**src/rtl/sobel_window_gen.sv**
```systemverilog
// 3x3 neighbourhood generator for the Sobel path: two line buffers plus a register window.
// Optional overflow resynchronisation is enabled by defining SOBEL_WIN_RESYNC_EN.
module sobel_window_gen #(
  parameter int IMG_WIDTH  = 64,
  parameter int IMG_HEIGHT = 64,
  parameter int COL_WIDTH  = 8,
  parameter int ROW_WIDTH  = 8
) (
  input  logic        clk,
  input  logic        reset,
  input  logic [7:0]  fifo_data_in,
  input  logic        fifo_empty_in,
  input  logic        fifo_overflow_in,
  input  logic        ready_in,
  output logic        rd_ack_out,
  output logic [71:0] window_out,
  output logic        window_valid_out,
  output logic        frame_done_out,
  output logic        sync_err_out
);

  localparam int AW = $clog2(IMG_WIDTH);
  localparam logic [COL_WIDTH-1:0] COL_LAST = COL_WIDTH'(IMG_WIDTH - 1);
  localparam logic [ROW_WIDTH-1:0] ROW_LAST = ROW_WIDTH'(IMG_HEIGHT - 1);
  localparam logic [0:0] ST_ACTIVE    = 1'b0;
  localparam logic [0:0] ST_FRAME_END = 1'b1;

  logic [0:0]           state_q, state_d;
  logic [ROW_WIDTH-1:0] row_q, row_d;
  logic [COL_WIDTH-1:0] col_q, col_d;
  logic [71:0]          win_q, win_d;
  logic                 valid_q, valid_d;
  logic                 done_q, done_d;
  logic                 err_q, err_d;

  logic [7:0]           lb0_q [0:IMG_WIDTH-1];
  logic [7:0]           lb1_q [0:IMG_WIDTH-1];
  logic [AW-1:0]        addr_s;
  logic [7:0]           lb0_rd_s, lb1_rd_s;
  logic                 ovf_s, pop_s;

`ifdef SOBEL_WIN_RESYNC_EN
  assign ovf_s = fifo_overflow_in;
`else
  logic unused_ovf_s;
  assign unused_ovf_s = fifo_overflow_in;
  assign ovf_s = 1'b0;
`endif

  assign pop_s    = (state_q == ST_ACTIVE) && !fifo_empty_in && ready_in && !reset && !ovf_s;
  assign addr_s   = col_q[AW-1:0];
  assign lb0_rd_s = lb0_q[addr_s];
  assign lb1_rd_s = lb1_q[addr_s];

  // Next-state: window shift, position counters, frame state and status flags.
  always_comb begin
    state_d = state_q;
    row_d   = row_q;
    col_d   = col_q;
    win_d   = win_q;
    valid_d = 1'b0;
    done_d  = 1'b0;
    err_d   = err_q;
    if (ovf_s) begin
      row_d   = {ROW_WIDTH{1'b0}};
      col_d   = {COL_WIDTH{1'b0}};
      state_d = ST_ACTIVE;
      err_d   = 1'b1;
    end else if (pop_s) begin
      for (int r = 0; r < 3; r++) begin
        win_d[(3*r)*8 +: 8]   = win_q[(3*r+1)*8 +: 8];
        win_d[(3*r+1)*8 +: 8] = win_q[(3*r+2)*8 +: 8];
      end
      win_d[2*8 +: 8] = lb1_rd_s;
      win_d[5*8 +: 8] = lb0_rd_s;
      win_d[8*8 +: 8] = fifo_data_in;
      // Stale columns from the previous line are hidden by the col >= 2 gate.
      valid_d = (row_q >= ROW_WIDTH'(2)) && (col_q >= COL_WIDTH'(2));
      if (col_q == COL_LAST) begin
        col_d = {COL_WIDTH{1'b0}};
        if (row_q == ROW_LAST) begin
          row_d   = {ROW_WIDTH{1'b0}};
          state_d = ST_FRAME_END;
          done_d  = 1'b1;
        end else begin
          row_d = row_q + ROW_WIDTH'(1);
        end
      end else begin
        col_d = col_q + COL_WIDTH'(1);
      end
    end else if (state_q == ST_FRAME_END) begin
      state_d = ST_ACTIVE;
    end else begin
      state_d = state_q;
    end
  end

  always_ff @(posedge clk) begin
    if (reset) begin
      state_q <= ST_ACTIVE;
      row_q   <= {ROW_WIDTH{1'b0}};
      col_q   <= {COL_WIDTH{1'b0}};
      win_q   <= 72'd0;
      valid_q <= 1'b0;
      done_q  <= 1'b0;
      err_q   <= 1'b0;
    end else begin
      state_q <= state_d;
      row_q   <= row_d;
      col_q   <= col_d;
      win_q   <= win_d;
      valid_q <= valid_d;
      done_q  <= done_d;
      err_q   <= err_d;
    end
  end

  // Line buffers are never reset; every location is rewritten before it reaches a valid window.
  always_ff @(posedge clk) begin
    if (pop_s) begin
      lb1_q[addr_s] <= lb0_rd_s;
      lb0_q[addr_s] <= fifo_data_in;
    end
  end

  assign rd_ack_out       = pop_s;
  assign window_out       = win_q;
  assign window_valid_out = valid_q;
  assign frame_done_out   = done_q;
  assign sync_err_out     = err_q;

endmodule

```
**config.mk**
```make
export PLATFORM = sky130hd
export DESIGN_NAME = sobel_window_gen
export DESIGN_NICKNAME = d
export VERILOG_FILES = /design/src/rtl/sobel_window_gen.sv
export SDC_FILE = /design/constraint.sdc
export NUM_CORES = 1
export LEC_CHECK = 0
export BUFFER_PORTS_ARGS = -buffer_cell sky130_fd_sc_hd__buf_4
export CAP_MARGIN = 20
export CORE_MARGIN = 8
export CORE_UTILIZATION = 41
export DETAILED_ROUTE_END_ITERATION = 10
export GPL_TIMING_DRIVEN = 0
export PLACE_DENSITY_LB_ADDON = 0.15
export REMOVE_ABC_BUFFERS = 1
export SLEW_MARGIN = 20
export SYNTH_ARGS = -nofsm -noshare
export SYNTH_HDL_FRONTEND = slang
export SYNTH_SLANG_ARGS = --single-unit
```
**constraint.sdc**
```tcl
create_clock -name clk -period 2.85 [get_ports clk]
set_input_delay 0.1425 -clock clk [delete_from_list [all_inputs] [get_ports clk]]
set_output_delay 0.1425 -clock clk [all_outputs]
set_load 0.05 [all_outputs]
```
=== Word level (Yosys, flattened, before mapping) ===
Memories as Yosys holds them, arrays and structs flattened. A register that Yosys moved wholly into a read port is not among the register bits.
Cells that the tools add are included.

* Memories kept: 2
* Bits of input ports: 13
* Logic and storage cells: 34
* Bits in registers: 91
* RAM bits: 1,024
* ROM bits: 0
* Output and inout bits: 76
* Latch bits: 0

{| class="wikitable"
|+ Memory list
! memory !! words !! bits a word !! rd ports !! clocked after Yosys merged registers in !! wr ports !! line !! source
|-
| lb0_q || 64 || 8 || 1 || 1 || 1 || 36 || <nowiki>logic [7:0] lb0_q [0:IMG_WIDTH-1];</nowiki>
|-
| lb1_q || 64 || 8 || 1 || 1 || 1 || 37 || <nowiki>logic [7:0] lb1_q [0:IMG_WIDTH-1];</nowiki>
|}

* $mul: 0
* Equal/unequal tests: 2
* Add/sub/neg operators: 2
* Reduce and logical (&&, ||, !) cells: 10
* Divide/modulo/power cells: 0
* Bitwise logic cells: 3
* Order comparisons: 2
* Shifts and indexed selects: 0
* Muxes and demuxes: 7

{| class="wikitable"
|+ Operators with widths
! operator !! count
|-
| 8-bit by 1-bit adder with 8-bit output (second input constant) || 2
|-
| 8-bit by 6-bit == test with 1-bit output (second input constant) || 2
|-
| 8-bit by 2-bit >= comparator with 1-bit output (second input constant) || 2
|-
| 8-bit 2-to-1 mux || 2
|-
| 6-bit 2-to-1 mux || 2
|-
| 1-bit logical AND || 4
|-
| 2-bit AND reduction || 2
|-
| 1-bit 2-to-1 mux || 3
|-
| 1-bit NOT || 3
|-
| 3-bit OR reduction || 1
|-
| 1-bit logical NOT || 2
|-
| 2-bit OR reduction || 1
|}

=== Depth between registers and ports, before layout ===
Gate-level depths: netlist of run 1.

* Word-level depth: 6
* Mapped depth: 10
* Depth with buffers taken out: 7

=== Worst setup path after synthesis of run 1 ===
OpenSTA, ideal clock, no wires.

* Path kind: register -> register
* From: register (tool-made name)
* To: memory lb1_q[0][4], data pin
* Path buffers: 4
* Cell stages (with the launch flop): 10
* Slack: -29 ps
* Period minus slack after synthesis: 2,879 ps
* Data required time: 2,488 ps
* Setup time: 362 ps
* Arrival time: 2,516 ps
* Path through: dfxtp_1 -> clkbuf_2 -> buf_2 -> buf_4 -> buf_2 -> mux2i_1 -> a221oi_1 -> o21ai_0 -> nand3_1 -> o21a_1

{| class="wikitable"
|+ RTL lines
! element !! line
|-
| end, declared || 37
|}

==> results of run 1 <==
==> cells in the final DEF, fill, tap and decap left out, types with 21 or more instances in the layout <==
cell type	count
edfxtp_1	1024
nand2_1	181
mux4_2	176
mux2i_1	166
buf_4	162
clkbuf_16	120
dfxtp_1	88
a22oi_1	83
o21ai_0	73
nor2_4	62
buf_12	42
clkbuf_1	37
nor2_1	21
==> worst max-delay path, cell delays in order, from the launching register on <==
cell      delay (ps)
dfxtp_1          720
and3b_1          630
a22oi_1          470
nand4_1          370
a211oi_4         510
nor2_1            80
==> sequential cells by signal, summed over array words and instances, names as in the netlist, named ones only <==
signal	flops
row_q	8
state_q	1
lb1_q	512
lb0_q	512
frame_done_out	1
window_out	72
window_valid_out	1
col_q	8
==> metal layers <==
| metal | share of wire (%) | GRT usage, % |
|---|---|---|
| met4 | 2.9 | 7.27 |
| met3 | 9.4 | 5.22 |
| met2 | 47 | 31.4 |
| met5 | 0.019 | 0 |
| met1 | 41 | 27.5 |
==> area by class of cell <==
class / instances / area (µm²) / share of cell area [%]
tap: 1391 / 1740 / 3.34
sequential: 1121 / 32700 / 62.9
antenna: 4 / 10.0 / 0.0192
inverter: 6 / 56.3 / 0.108
timing repair buffer: 260 / 3110 / 5.97
clock buffer: 169 / 3240 / 6.23
clock inverter: 43 / 397 / 0.762
multi-input combinational: 1067 / 10800 / 20.7
==> cells by family after synthesis <==
| group | after synthesis | synth area share [%] |
|---|---|---|
| DFF | 1121 | 75.9 |
| and+or+nand+nor | 377 | 3.94 |
| muxes | 357 | 13.4 |
| AOI/OAI and AO/OA | 297 | 4.68 |
| buffers and inverters | 143 | 1.66 |
| xor gates and xnor gates | 14 | 0.285 |
| adders and majority gates | 4 | 0.116 |
| other | 1 | 0.00871 |
==> final timing paths <==
check / start / end / depth (start not counted) / slack (ps)
worst max-delay path: col_q[3] / window_out[16] / 5 / -70
worst min-delay path: fifo_data_in[0] / window_out[64] / 3 / 1
worst max register to register: col_q[3] / window_out[16] / 5 / -70
worst min register to register: window_out[31] / window_out[31] / 2 / 460
==> repair_timing <==
item,CTS,global route
pin swaps,43,12
resized for setup,100,27
hold buffers,1,0
cloned,14,7
hold endpoints to repair,18,0
endpoints found under the setup margin,1567,526
setup buffers,70,38
==> power breakdown <==
| part | internal [mW] | total (mW) | leakage (nW) | switching [mW] |
|---|---|---|---|---|
| combinational | 0.458 | 1.47 | 4.28 | 1.01 |
| sequential | 18.1 | 18.1 | 10.0 | 0.0580 |
| clock | 8.38 | 14.5 | 1.78 | 6.12 |
| total | 26.9 | 34.1 | 16.1 | 7.18 |
==> flow_summary.yaml, run 1 <==
floorplan:
  row_count: 119
  fp.dieW_um: 340
  core_area_mm2: 0.105
  die_h_um: 340
  ios: 89
  dieArea_mm2: 0.116
  start_util_pct: 41.1
worst_setup_path:
  critical_path_required_ps: 3430
  crit_type: "reg2reg"
  start_kind: "register"
  critPathMaxFanout: 17
  cp-end-kind: "register"
  arrival_ps: 3500
logic_synthesis:
  ys_seq_area_share_pct: 75.9
  post-synth-top-count-cell: "edfxtp_1"
  synth_cells: 2314
  synth_edf_count: 1024
  ys_ff_latch: 1121
  synth_area_leader_cell: "edfxtp_1"
  yosys_warnings: 0
  synth_top_area_share_pct: 71.4
  async_reset_ff_share_pct: 0
  synth_area_leaders: "edfxtp_1, mux4_2, dfxtp_1, mux2i_1, nand2_1"
  synth_area_per_cell_um2: 18.6
  syn_area_mm2: 0.0431
  ys_top_cells_by_count: "edfxtp_1, nand2_1, mux2i_1"
  synth.distinct_cells: 68
  yosys_most_used_dff: "edfxtp_1"
detailed_routing:
  drt-wirelength-per-cell_um: 29.9
  first_iter_violations: 2606
  ant_nets: 0
  drc_errors: 0
  drt_wl_total_um: 121000
  dr.pass1.iters: 8
  via_count: 23437
  viasPerCell: 5.77
status:
  violations: "negative setup slack"
  status: "complete, but fails checks"
place:
  dp_slack_ps: -1450
  gp_congestion: 0.808
  dpl.hpwl_um: 68700
  placed_area_mm2: 0.0463
  portBuffers: 86
  dp.cells: 3716
timing:
  finalCriticalPeriod_ps: 2920
  setup_slack_ps: -68.6
  setup_tns_ps: -68.6
  worst_slew_pin_slew_ps: 1120
  post-route-period-util_pct: 102
  hold_violations: 0
  hold-worst-slack_ps: 1.26
  slew_viol_final: 0
  finClkSkew_ps: 44.2
  setup_viol: 1
  max_clock_freq_mhz: 343
  relSlewSlack_pct: 25.1
clock_network:
  h-tree-depth: 3
  clk_latency_ps: 700
  clock-sinks: 1121
  ctsLongestPathBuffers: 3
  cts_buffers: 113
  cts.clk_slew.worst_paths_ps: 60
  cts_tree: "done"
  clockRootBuffer: "clkbuf_16"
global_routing:
  grt_usage_pct: 20.2
  grt_max_degree: 150
  grt_pass1_vias: 23278
  antenna_found_initial: 6
  grt_pass1_wl_um: 170000
  gr-total-overflow: 0
final_layout:
  fillCellCount: 8587
  fin_area_mm2: 0.0520
  nNetsFinal: 2586
  utilization_pct: 49.6
  final_cell_count_no_fill: 4061
  syn2layout_area_growth_pct: 20.8
  drive_gt1_share_pct: 29.0
power:
  p_per_area_mw_per_mm2: 655
  p_leak_nw: 16.1
  ir_drop_mv: 0.498
  p_total_mw: 34.1
job:
  max_cap_violations: 0
min_path:
  hp-class: "in2reg"
Note: power is estimated with default switching activity, not from simulation.
==> inputs of run 2 (changes only) <==
--- a/config.mk
+++ b/config.mk
@@ -5,9 +5,9 @@
 export SDC_FILE = /design/constraint.sdc
 export NUM_CORES = 1
 export LEC_CHECK = 0
-export BUFFER_PORTS_ARGS = -buffer_cell sky130_fd_sc_hd__buf_4
+export BUFFER_PORTS_ARGS = -buffer_cell sky130_fd_sc_hd__clkbuf_2
 export CAP_MARGIN = 20
-export CORE_MARGIN = 8
+export CORE_MARGIN = 3
 export CORE_UTILIZATION = 41
 export DETAILED_ROUTE_END_ITERATION = 10
 export GPL_TIMING_DRIVEN = 0
==> run 2 against run 1 <==
Effect of this change: the flow now finishes without violations; wire length increased by 0.35%; die area fell by 5.8%; worst hold slack gained 73 ps; clock skew down 4.8 ps; combinational power up 3%; critical endpoint is now lb0_q[28][1]; largest cell class unchanged.
==> flow_summary.yaml, run 2 (synthesized netlist as in run 1, its figures left out) <==
clock_network:
  cts_tree: "done"
  clock-sinks: 1121
  clk_latency_ps: 700
  clockRootBuffer: "clkbuf_16"
  ctsLongestPathBuffers: 3
  h-tree-depth: 3
  cts.clk_slew.worst_paths_ps: 60
  cts_buffers: 115
floorplan:
  row_count: 118
  fp.dieW_um: 330
  start_util_pct: 41.4
  die_h_um: 330
  core_area_mm2: 0.104
  ios: 89
  dieArea_mm2: 0.109
worst_setup_path:
  reg2reg_from: "state_q"
  arrival_ps: 3230
  critical_path_required_ps: 3240
  cp-end-kind: "register"
  crit_path_start: "state_q"
  start_kind: "register"
  crit_type: "reg2reg"
  critPathMaxFanout: 149
detailed_routing:
  drt-wirelength-per-cell_um: 30.0
  ant_nets: 0
  viasPerCell: 5.83
  drt_wl_total_um: 122000
  via_count: 23672
  dr.pass1.iters: 5
  first_iter_violations: 2676
  drc_errors: 0
final_layout:
  syn2layout_area_growth_pct: 21.9
  final_cell_mix: "edfxtp_1, nand2_1, mux4_2"
  final_cell_count_no_fill: 4061
  nNetsFinal: 2600
  utilization_pct: 50.5
  drive_gt1_share_pct: 29.7
  final_common_cell: "edfxtp_1"
timing:
  finalCriticalPeriod_ps: 2840
  setup_viol: 0
  rsz0062_at_grt: "yes"
  max_clock_freq_mhz: 352
  post-route-period-util_pct: 99.7
  finClkSkew_ps: 39.4
  hold-worst-slack_ps: 74.7
  relSlewSlack_pct: 33.9
  setup_slack_ps: 9.94
  hold_violations: 0
  slew_viol_final: 0
  worst_slew_pin_slew_ps: 988
place:
  gp_congestion: 0.786
  dpl.hpwl_um: 69000
  portBuffers: 86
  dp_slack_ps: -1700
  dp.cells: 3697
job:
  max_cap_violations: 0
global_routing:
  grt_pass1_vias: 23430
  antenna_found_initial: 5
  grt_usage_pct: 22.1
  gr-total-overflow: 0
  grt_pass1_wl_um: 171000
  grt_max_degree: 150
min_path:
  hp-start: "reset"
  hp-class: "in2reg"
power:
  p_total_mw: 34.4
  p_leak_nw: 16.1
  p_per_area_mw_per_mm2: 655
  ir_drop_mv: 0.530
status:
  status: "finished clean"
[run 2: layout make-up]
cell class	count	area [µm²]
multi-input cells	1073	11000
inverters	6	58.8
diodes	1	2.50
well taps	1380	1730
fillers	8355	51400
repair buffers	266	3320
clock buffers	142	3040
flip-flops and latches	1121	32700
clock inverters	72	652
[run 2: final timing paths]
| path | endpoint | slack, ps | cells past startpoint |
|---|---|---|---|
| max | lb0_q[28][1] | 10 | 5 |
| max reg2reg | lb0_q[28][1] | 10 | 5 |
| min | window_out[22] | 70 | 3 |
| min reg2reg | window_out[4] | 460 | 2 |
[run 2: per-stage QoR]
| stage | TNS (ps) | area (µm²) |
|---|---|---|
| 5_1_grt | -549 | 52500 |
| 3_3_place_gp | - | 44500 |
| 4_1_cts | -10.1 | 52000 |
| 3_5_place_dp | -1721340 | 46100 |
| 6_report | 0 | 52500 |
| 2_1_floorplan | -6954040 | 42400 |
[run 2: timing repair]
action | 4_1_cts | 5_1_grt
pin swaps | 67 | 10
hold buffers | 10 | 0
gates cloned | 24 | 6
endpoints found under the setup margin | 1571 | 576
hold endpoints to repair | 144 | 0
buffers inserted | 96 | 13
gates resized for setup | 101 | 48
[run 2: where the power goes]
group          leakage [nW]  switching [mW]  internal [mW]  total (mW)
combinational          4.35            1.02          0.495        1.51
clock                  1.80            6.24           8.53        14.8
sequential             10.0          0.0569           18.0        18.1
total                  16.1            7.31           27.1        34.4
[run 2: routing by layer]
| metal | routed length, µm | track usage [%] | up-vias |
|---|---|---|---|
| li1 | - | - | 9921 |
| met1 | 52200 | 31.3 | 12651 |
| met2 | 57500 | 34.8 | 932 |
| met3 | 9390 | 4.47 | 166 |
| met4 | 2670 | 6.27 | 2 |
| met5 | 13 | 0 | - |
[run 2: worst max-delay path, stage by stage, from the launching register on]
cell,delay (ps)
dfxtp_1,300
or4b_4,700
clkinv_16,310
nand3_4,350
nor2_2,490
buf_8,230
